**src/rtl/gray_pkg.sv**
```systemverilog
// Shared Gray/binary helpers and counter mode encodings.
package gray_pkg;
  localparam int GRAY_MAX_W = 16;
  localparam int MODE_WRAP  = 0;
  localparam int MODE_SAT   = 1;

  function automatic logic [GRAY_MAX_W-1:0] bin2gray(input logic [GRAY_MAX_W-1:0] b);
    return b ^ (b >> 1);
  endfunction

  // Zero-extended inputs decode correctly: the leading zeros leave the prefix XOR unchanged.
  function automatic logic [GRAY_MAX_W-1:0] gray2bin(input logic [GRAY_MAX_W-1:0] g);
    logic [GRAY_MAX_W-1:0] b;
    b[GRAY_MAX_W-1] = g[GRAY_MAX_W-1];
    for (int i = GRAY_MAX_W-2; i >= 0; i--)
      b[i] = b[i+1] ^ g[i];
    return b;
  endfunction
endpackage

```
**src/rtl/gray2bin_conv.sv**
```systemverilog
// Combinational Gray-to-binary decoder, WIDTH bits.
module gray2bin_conv
  import gray_pkg::*;
#(
  parameter int WIDTH = 3
) (
  input  logic [WIDTH-1:0] gray,
  output logic [WIDTH-1:0] bin
);
  logic [GRAY_MAX_W-1:0] g16, b16;

  assign g16 = GRAY_MAX_W'(gray);
  assign b16 = gray2bin(g16);
  assign bin = b16[WIDTH-1:0];
endmodule

```
**src/rtl/gray_counter_n.sv**
```systemverilog
// Up/down Gray-code counter with load, wrap/saturate ends, sticky end flags and Tc pulse.
module gray_counter_n
  import gray_pkg::*;
#(
  parameter int WIDTH    = 3,
  parameter int SATURATE = MODE_WRAP,
  parameter int INIT_BIN = 0
) (
  input  logic             Clk,
  input  logic             Reset,
  input  logic             En,
  input  logic             Up,
  input  logic             Load,
  input  logic [WIDTH-1:0] Load_Gray,
  input  logic             Clr_Flags,
  output logic [WIDTH-1:0] Output,
  output logic [WIDTH-1:0] Output_Bin,
  output logic             Overflow,
  output logic             Underflow,
  output logic             Tc
);
  localparam logic [WIDTH-1:0] MAX  = '1;
  localparam logic [WIDTH-1:0] INIT = WIDTH'(INIT_BIN);
  localparam bit               SAT  = (SATURATE == MODE_SAT);

  logic [WIDTH-1:0] cnt, cnt_nxt, load_bin;
  logic             tc_nxt, ovf_set, unf_set;

  gray2bin_conv #(.WIDTH(WIDTH)) u_load_dec (
    .gray (Load_Gray),
    .bin  (load_bin)
  );

  always_comb begin
    cnt_nxt = cnt;
    tc_nxt  = 1'b0;
    ovf_set = 1'b0;
    unf_set = 1'b0;
    if (Load) begin
      cnt_nxt = load_bin;
    end else if (En) begin
      if (Up) begin
        if (cnt == MAX) begin
          ovf_set = 1'b1;
          tc_nxt  = 1'b1;
          cnt_nxt = SAT ? MAX : '0;
        end else begin
          cnt_nxt = cnt + 1'b1;
        end
      end else begin
        if (cnt == '0) begin
          unf_set = 1'b1;
          tc_nxt  = 1'b1;
          cnt_nxt = SAT ? '0 : MAX;
        end else begin
          cnt_nxt = cnt - 1'b1;
        end
      end
    end
  end

  // A flag set on the same edge as Clr_Flags wins.
  always_ff @(posedge Clk) begin
    if (Reset) begin
      cnt       <= INIT;
      Overflow  <= 1'b0;
      Underflow <= 1'b0;
      Tc        <= 1'b0;
    end else begin
      cnt       <= cnt_nxt;
      Tc        <= tc_nxt;
      Overflow  <= ovf_set | (Overflow  & ~Clr_Flags);
      Underflow <= unf_set | (Underflow & ~Clr_Flags);
    end
  end

  assign Output     = cnt ^ (cnt >> 1);
  assign Output_Bin = cnt;
endmodule

```
**config.mk**
```make
export PLATFORM = sky130hd
export DESIGN_NAME = gray_counter_n
export DESIGN_NICKNAME = d
export VERILOG_FILES = /design/src/rtl/gray_pkg.sv /design/src/rtl/gray2bin_conv.sv /design/src/rtl/gray_counter_n.sv
export SDC_FILE = /design/constraint.sdc
export NUM_CORES = 1
export LEC_CHECK = 0
export ABC_CLOCK_PERIOD_IN_PS = 1900
export BUFFER_PORTS_ARGS = -buffer_cell sky130_fd_sc_hd__buf_2
export CELL_PAD_IN_SITES_DETAIL_PLACEMENT = 0
export CELL_PAD_IN_SITES_GLOBAL_PLACEMENT = 1
export CORE_MARGIN = 8
export CORE_UTILIZATION = 30
export DETAILED_ROUTE_END_ITERATION = 10
export PLACE_DENSITY = 0.76
export REMOVE_ABC_BUFFERS = 1
export SLEW_MARGIN = 10
export SYNTH_ARGS = -nofsm -noshare
export SYNTH_HDL_FRONTEND = slang
export SYNTH_SLANG_ARGS = --single-unit
```
**constraint.sdc**
```tcl
create_clock -name Clk -period 1.9 [get_ports Clk]
set_clock_uncertainty 0.05 [all_clocks]
set_input_delay 0.57 -clock Clk [delete_from_list [all_inputs] [get_ports Clk]]
set_output_delay 0.57 -clock Clk [all_outputs]
set_load 0.05 [all_outputs]
```
==> results.json, run 1 <==
{
  "finalCriticalPeriod_ns": 1.81,
  "vias": 389,
  "grt_pass1_vias": 367,
  "syn_inst": 44,
  "synth-compound-area-share": 0.270,
  "drive_gt1_frac": 0.381,
  "postCtsHoldBufs": 0,
  "fmax_mhz": 552,
  "synth_area_um2": 399,
  "seq_area_frac_synth": 0.301,
  "overflow": 0,
  "status": "finished clean",
  "vias_per_cell": 4.99,
  "synth_top_family_by_area": "compound AO/OA/AOI/OAI gates",
  "cpMaxStageDelayCell": "dfxtp_2",
  "critPathRequiredTime_ns": 1.28,
  "die_h_um": 52.5,
  "report.final.setup_viol": 0,
  "synthArstFlopShare": 0,
  "cp_data_arrival_time_ns": 1.19,
  "post_cts_buffers": 0,
  "setup_tns_ns": 0,
  "clkSlewWorstSetupHoldPaths_ns": 0.05,
  "rsz0062_at_grt": "no",
  "yosysWarnings": 0,
  "wirelength_um": 974,
  "antenna_found_initial": 0,
  "power_mw": 0.425,
  "core_area_um2": 1270,
  "dieArea_um2": 2750,
  "syn_area_per_cell_um2": 9.07,
  "finalMaxSlewViolations": 0,
  "reg2reg_depth": 5,
  "start_kind": "flop",
  "io_pins": 18,
  "max-slew-margin-rel": 0.736,
  "synth_top_area_share": 0.301,
  "ctsRootBufferMaster": "clkbuf_4",
  "place.gp.congestion": 0.768,
  "avgRoutedWirePerCell_um": 12.5,
  "cp_cell_sequence": "inv_1 > ha_1 > buf_4",
  "synth_edf_count": 0,
  "synth.area.mux_share": 0,
  "powerDensity_nw_per_um2": 812,
  "num_rows": 13,
  "cts.sinks": 6,
  "fillers": 136,
  "clk_path_buf_depth": 2,
  "worst_pin_slew_ns": 0.396,
  "min_path_type": "reg -> reg",
  "synthXorXnorAreaFrac": 0.0658,
  "cts_tree": "yes",
  "ys_types": 23,
  "layout.nets": 79,
  "critPathMaxFanout": 5,
  "ys_top_cells_by_area": "dfxtp_1 (30%), ha_1 (16%), a21oi_1 (5.0%)",
  "port_buffers": 17,
  "synthSimpleGateAreaFrac": 0.150,
  "final_common_cell": "buf_2",
  "clock_latency_ns": 0.25,
  "dr.pass1.iters": 4,
  "vdd_drop_max_v": 0.000358,
  "die_w_um": 52.5,
  "final_cell_mix": "buf_2 (16), ha_1 (5), dfxtp_1 (4), inv_1 (4), a21oi_1 (4)",
  "drt-initial-drc-count": 12,
  "synth_fa_ha_area_frac": 0.157,
  "hold_viol_final": 0,
  "area_growth_pct": 31.0,
  "synthFlopType": "dfxtp_1",
  "grt_max_degree": 11,
  "drc_errors": 0,
  "period_share": 0.954,
  "whs_path_depth": 1,
  "grt_pass1_wl_mm": 1.53,
  "start_util": 0.315,
  "num_antenna_cells": 0,
  "cts_made_buffers": 3,
  "critPathKind": "reg -> out",
  "yosys_register_bits": 6,
  "groute.usage.overall": 0.0784,
  "power.leakage_nw": 0.261,
  "cap_viol_max_count": 0,
  "cp-end-kind": "primary output",
  "ant_nets": 0,
  "dpl.hpwl_um": 797,
  "htreeDepth": 1,
  "cp_slowest_stage_delay_ns": 0.36,
  "yosys.area.top_type": "dfxtp_1"
}
-- state kept, by name, summed over array words and instances, names as in the netlist --
signal and count:
Underflow 1, Overflow 1, Tc 1, Output_Bin 3
-- timing repair --
action | in CTS | in global routing
resized for setup | 1 | 2
endpoints found under the setup margin | 1 | 1
endpoints found under the hold margin | 0 | 0
-- logic make-up (layout without fill, tap and decap cells) --
logic type	after synthesis	count (layout)
XOR/XNOR	3	3
adder cells (fa/ha/maj)	5	5
buffers and inverters	5	24
AO/OA/AOI/OAI	14	14
flip-flops	6	6
AND/OR/NAND/NOR	11	11
-- critical path, delay by kind of cell (launching register included) --
family | cells | cell delay, ns
adder cells (fa/ha/maj) | 1 | 0.31
buffers and inverters | 2 | 0.28
flip-flops | 1 | 0.36
-- metal layers --
metal | part of all wire | vias to the layer above | global-route usage
met2 | 0.40 | 15 | 0.107
met1 | 0.48 | 172 | 0.0851
met3 | 0.10 | 2 | 0.0625
li1 | - | 200 | -
met4 | 0.010 | 0 | 0.0388
met5 | 0 | - | 0
-- through the flow --
step / std cells / hold WS [ns] / utilization / worst slack (ns) / cell area, µm²
2_1_floorplan: 43 / 0.586 / - / -0.592 / 392
3_3_place_gp: 75 / 0.403 / 0.391 / 0.266 / 495
3_5_place_dp: 75 / 0.407 / 0.391 / 0.224 / 495
4_1_cts: 78 / 0.417 / 0.410 / 0.0163 / 520
5_1_grt: 78 / 0.432 / 0.412 / 0.00733 / 523
6_report: 78 / 0.410 / 0.412 / 0.0879 / 523
-- cell type report --
type / count / area [µm²] / share of cell area
timing repair buffer: 17 / 87.6 / 0.167
clock buffer: 3 / 22.5 / 0.0431
multi-input combinational: 33 / 256 / 0.490
sequential: 6 / 123 / 0.234
inverter: 4 / 15.0 / 0.0287
tap: 15 / 18.8 / 0.0359
-- synthesized netlist by cell type, types with 2 or more instances --
library cell,number
dfxtp_1,6
a21oi_1,4
xor2_1,2
nand2b_1,3
ha_1,5
nor2_1,3
inv_1,4
o31ai_1,2
-- worst paths after layout --
| check | start | end | slack, ns |
|---|---|---|---|
| max | Output_Bin[1] | Output[0] | 0.09 |
| max reg2reg | Output_Bin[0] | Output_Bin[1] | 0.28 |
| min reg2reg | Overflow | Overflow | 0.41 |
| min | Overflow | Overflow | 0.41 |
-- where the power goes --
part           leakage, nW  total (mW)  switching (mW)  internal, mW
registers           0.0498       0.146          0.0107         0.135
clock network       0.0138       0.120          0.0485        0.0716
logic                0.197       0.159           0.109        0.0501
No activity file was read; power rests on OpenSTA's default activity.
==> run 2, diff against run 1 <==
--- a/config.mk
+++ b/config.mk
@@ -7,12 +7,10 @@
 export LEC_CHECK = 0
 export ABC_CLOCK_PERIOD_IN_PS = 1900
 export BUFFER_PORTS_ARGS = -buffer_cell sky130_fd_sc_hd__buf_2
-export CELL_PAD_IN_SITES_DETAIL_PLACEMENT = 0
-export CELL_PAD_IN_SITES_GLOBAL_PLACEMENT = 1
-export CORE_MARGIN = 8
-export CORE_UTILIZATION = 30
+export CORE_AREA = 8 8 45 47
 export DETAILED_ROUTE_END_ITERATION = 10
-export PLACE_DENSITY = 0.76
+export DIE_AREA = 0 0 53 55
+export PLACE_DENSITY = 0.59
 export REMOVE_ABC_BUFFERS = 1
 export SLEW_MARGIN = 10
 export SYNTH_ARGS = -nofsm -noshare
==> run 2 against run 1 <==
Net effect: routed wire length increased by 3.3%; critical path depth unchanged; critical endpoint unchanged; global-route usage decreased by 0.67 points; utilization decreased by 3.2 points; register-to-register slack got worse by 0.03 ns; setup slack got worse by 0.032 ns; critical path type unchanged; die area increased by 5.9%; sequential power about the same.
==> results.json, run 2 (same netlist as run 1, synthesis figures left out) <==
{
  "status": "finished clean",
  "vias": 394,
  "max-slew-margin-rel": 0.758,
  "critPathMaxFanout": 5,
  "cp_data_arrival_time_ns": 1.22,
  "fillers": 155,
  "groute.usage.overall": 0.0716,
  "worst_pin_slew_ns": 0.362,
  "globalRoute.busiestLayer": "met2",
  "powerDensity_nw_per_um2": 814,
  "core_area_um2": 1380,
  "largest_reg_flops": 3,
  "final_cell_mix": "buf_2 (16), dfxtp_1 (5), ha_1 (5)",
  "rsz0062_at_grt": "no",
  "die_w_um": 53,
  "power_mw": 0.429,
  "dieArea_um2": 2920,
  "drt-initial-drc-count": 7,
  "cts.sinks": 6,
  "antenna_found_initial": 0,
  "vdd_drop_max_v": 0.000388,
  "num_rows": 14,
  "drive_gt1_frac": 0.365,
  "hold_ws_ns": 0.413,
  "layout.nets": 79,
  "place.gp.congestion": 0.774,
  "dpl.hpwl_um": 810,
  "grt_pass1_wl_mm": 1.55,
  "cap_viol_max_count": 0,
  "die_h_um": 55,
  "finalCriticalPeriod_ns": 1.84,
  "dr.pass1.iters": 4,
  "cp-end-kind": "primary output",
  "start_kind": "flop",
  "register_area_um2": 121,
  "overflow": 0,
  "num_antenna_cells": 0,
  "power.leakage_nw": 0.261,
  "critPathRequiredTime_ns": 1.28,
  "cts-resized-gates": 1,
  "gr-usage-met1": 0.0761,
  "clock_latency_ns": 0.25,
  "area_growth_pct": 32.0,
  "ant_nets": 0,
  "fin_cells": 79,
  "setup_tns_ns": 0,
  "grt_pass1_vias": 371,
  "finalMaxSlewViolations": 0,
  "port_buffers": 17,
  "design_area_um2": 527,
  "multiInputGateArea_um2": 256,
  "wirelength_mm": 1.01,
  "ctsRootBufferMaster": "clkbuf_4",
  "period_share": 0.971,
  "hold_viol_final": 0,
  "cts_made_buffers": 3,
  "cts_tree": "yes",
  "postCtsHoldBufs": 0,
  "io_pins": 18,
  "post_cts_buffers": 0,
  "vias_per_cell": 4.99,
  "final_common_cell": "buf_2",
  "report.final.setup_viol": 0,
  "clk_path_buf_depth": 2,
  "dpl_cell_area_um2": 497,
  "htreeDepth": 1,
  "fmax_mhz": 542,
  "grtUsageMet2": 0.111,
  "avgRoutedWirePerCell_um": 12.7,
  "grt_util_met3": 0.0481,
  "start_util": 0.288,
  "grt_max_degree": 11,
  "clkSlewWorstSetupHoldPaths_ns": 0.05,
  "critPathKind": "reg -> out",
  "placed_cells": 76,
  "drc_errors": 0,
  "min_path_type": "reg -> reg"
}
[run 2: cell counts in the layout (fill, tap and decap cells not counted)]
Identical to the previous run, type by type.
[run 2: cell type report]
type                       count  area share
clock buffer                   3      0.0428
multi-input combinational     33       0.487
tap                           16      0.0380
sequential                     6       0.230
timing repair buffer          17       0.173
inverter                       4      0.0285
[run 2: path summary, 6_finish.rpt]
path / start / endpoint / slack (ns) / cells past startpoint
max: Output_Bin[0] / Output[0] / 0.06 / 3
min: Overflow / Overflow / 0.41 / 1
max reg2reg: Output_Bin[0] / Output_Bin[1] / 0.25 / 5
min reg2reg: Overflow / Overflow / 0.41 / 1
[run 2: report_power, final]
group          switching, mW  leakage, nW  internal, mW
combinational          0.109        0.198        0.0526
clock                 0.0502       0.0138        0.0717
sequential            0.0105       0.0495         0.134
[run 2: worst max-delay path, cell delays in order, from the launching register on]
cell	delay, ns
dfxtp_1	0.38
inv_1	0.08
ha_1	0.34
buf_6	0.17
[run 2: metal layers]
metal,wire length [µm],vias up
li1,-,198
met3,163,2
met4,8,0
met2,427,23
met5,0,-
met1,407,171
[run 2: through the flow]
stage               setup WS [ns]   util
finish                     0.0558  0.381
global route              0.00255  0.381
CTS                        0.0207  0.377
detailed placement          0.230  0.359
global placement            0.268  0.359
floorplan                  -0.592      -
==> run 3, diff against run 2 <==
--- a/config.mk
+++ b/config.mk
@@ -5,12 +5,13 @@
 export SDC_FILE = /design/constraint.sdc
 export NUM_CORES = 1
 export LEC_CHECK = 0
+export ABC_AREA = 1
 export ABC_CLOCK_PERIOD_IN_PS = 1900
 export BUFFER_PORTS_ARGS = -buffer_cell sky130_fd_sc_hd__buf_2
 export CORE_AREA = 8 8 45 47
 export DETAILED_ROUTE_END_ITERATION = 10
 export DIE_AREA = 0 0 53 55
-export PLACE_DENSITY = 0.59
+export PLACE_DENSITY = 0.62
 export REMOVE_ABC_BUFFERS = 1
 export SLEW_MARGIN = 10
 export SYNTH_ARGS = -nofsm -noshare
==> run 3 against run 2 <==
Net effect: die area unchanged; cell count increased by 27%; global-route usage increased by 1.1 points; area after synthesis increased by 9.7%; highest routed layer unchanged; critical endpoint unchanged.
==> results.json, run 3 <==
{
  "start_util": 0.316,
  "layout.nets": 100,
  "avgRoutedWirePerCell_um": 10.8,
  "ys_types": 16,
  "powerDensity_nw_per_um2": 733,
  "num_antenna_cells": 0,
  "drc_errors": 0,
  "start_kind": "flop",
  "synth_area_um2": 438,
  "cp-end-kind": "primary output",
  "overflow": 0,
  "cts_tree": "yes",
  "critPathKind": "reg -> out",
  "yosys_register_bits": 6,
  "fmax_mhz": 544,
  "yosys.area.top_type": "dfxtp_1",
  "cp_data_arrival_time_ns": 1.22,
  "place.gp.congestion": 0.861,
  "grt_pass1_vias": 402,
  "vdd_drop_max_v": 0.000313,
  "period_share": 0.967,
  "syn_area_per_cell_um2": 6.74,
  "vias": 441,
  "synth_top_area_share": 0.274,
  "critPathMaxFanout": 4,
  "finalMaxSlewViolations": 0,
  "final_common_cell": "buf_2",
  "status": "finished clean",
  "dr.pass1.iters": 4,
  "vias_per_cell": 4.41,
  "port_buffers": 17,
  "antenna_found_initial": 0,
  "htreeDepth": 1,
  "critPathRequiredTime_ns": 1.28,
  "rsz0062_at_grt": "no",
  "postCtsHoldBufs": 0,
  "cts.sinks": 6,
  "ant_nets": 0,
  "core_area_um2": 1380,
  "largest_reg_flops": 3,
  "ys_top_cells_by_area": "dfxtp_1 (27%), ha_1 (14%), nand2_1 (12%)",
  "seq_area_frac_synth": 0.274,
  "dieArea_um2": 2920,
  "num_rows": 14,
  "finalCriticalPeriod_ns": 1.84,
  "yosys-top-cells-count": "nand2_1 (14), inv_1 (8), nor2_1 (8), a21oi_1 (6), dfxtp_1 (6)",
  "cts_made_buffers": 3,
  "placed_cells": 97,
  "drive_gt1_frac": 0.321,
  "clock_latency_ns": 0.24,
  "final_cell_mix": "buf_2 (16), nand2_1 (14), inv_1 (8), nor2_1 (8), a21oi_1 (6)",
  "syn_inst": 65,
  "yosysWarnings": 0,
  "synth_edf_count": 0,
  "yosysMostFrequentCell": "nand2_1",
  "dpl.hpwl_um": 935,
  "ctsRootBufferMaster": "clkbuf_4",
  "die_h_um": 55,
  "worst_pin_slew_ns": 0.260,
  "area_growth_pct": 29.1,
  "synthArstFlopShare": 0,
  "power.leakage_nw": 0.320,
  "synthFlopType": "dfxtp_1",
  "fillers": 149,
  "min_path_type": "reg -> reg",
  "hold_viol_final": 0,
  "clk_path_buf_depth": 2,
  "groute.usage.overall": 0.0830,
  "clkSlewWorstSetupHoldPaths_ns": 0.04,
  "io_pins": 18,
  "fin_util": 0.409,
  "cap_viol_max_count": 0,
  "report.final.setup_viol": 0,
  "drt-initial-drc-count": 3,
  "wirelength_mm": 1.08,
  "grt_pass1_wl_mm": 1.68,
  "fin_cells": 100,
  "max-slew-margin-rel": 0.828,
  "die_w_um": 53,
  "grt_max_degree": 7
}
-- run 3: cell families after synthesis --
logic type,after synthesis,share of synthesized area
buffers and inverters,12,0.111
xor gates and xnor gates,1,0.0200
adders and majority gates,5,0.143
DFF,6,0.274
and+or+nand+nor,30,0.317
AOI/OAI and AO/OA,11,0.134
-- run 3: final timing paths --
path	start	end	slack (ns)	cells past startpoint
max	Output_Bin[1]	Output[0]	0.06	3
min	Underflow	Underflow	0.42	2
max reg2reg	Output_Bin[0]	Output_Bin[2]	0.56	6
min reg2reg	Underflow	Underflow	0.42	2
-- run 3: layout make-up --
class                      count  area (µm²)  share of cell area
multi-input combinational     47         269               0.476
timing repair buffer          17        91.3               0.162
inverter                      11        41.3              0.0730
sequential                     6         121               0.215
clock buffer                   3        22.5              0.0398
tap                           16        20.0              0.0354
-- run 3: what timing repair did --
item | CTS | global route
setup buffers | 0 | 0
gates resized for setup | 1 | 2
setup endpoints to repair | 1 | 1
gates cloned | 0 | 0
-- run 3: metal layers --
layer,global-route usage,up-vias,wire (µm)
li1,-,245,-
met1,0.0759,177,439
met2,0.141,16,515
met3,0.0561,3,114
met4,0.0388,0,14
met5,0,-,0
-- run 3: where the power goes --
| part | internal (mW) | switching (mW) | total, mW | leakage [nW] |
|---|---|---|---|---|
| Sequential | 0.134 | 0.00775 | 0.142 | 0.0494 |
| Combinational | 0.0469 | 0.110 | 0.157 | 0.256 |
| Clock | 0.0714 | 0.0451 | 0.116 | 0.0138 |
-- run 3: critical path, stage by stage (launching register included) --
cell     delay, ns
dfxtp_1       0.37
inv_1         0.10
ha_1          0.33
buf_6         0.17
-- run 3: stage by stage --
stage / cell area (µm²) / setup WS, ns / power (mW) / hold WS (ns) / TNS [ns]
2_1_floorplan: 430 / -0.555 / 0.257 / 0.589 / -0.687
3_3_place_gp: 536 / 0.247 / 0.295 / 0.421 / 0
3_5_place_dp: 536 / 0.234 / 0.296 / 0.417 / 0
4_1_cts: 561 / 0.0258 / 0.420 / 0.431 / 0
5_1_grt: 566 / 0.0175 / 0.443 / 0.452 / 0
6_report: 566 / 0.0632 / 0.415 / 0.422 / 0
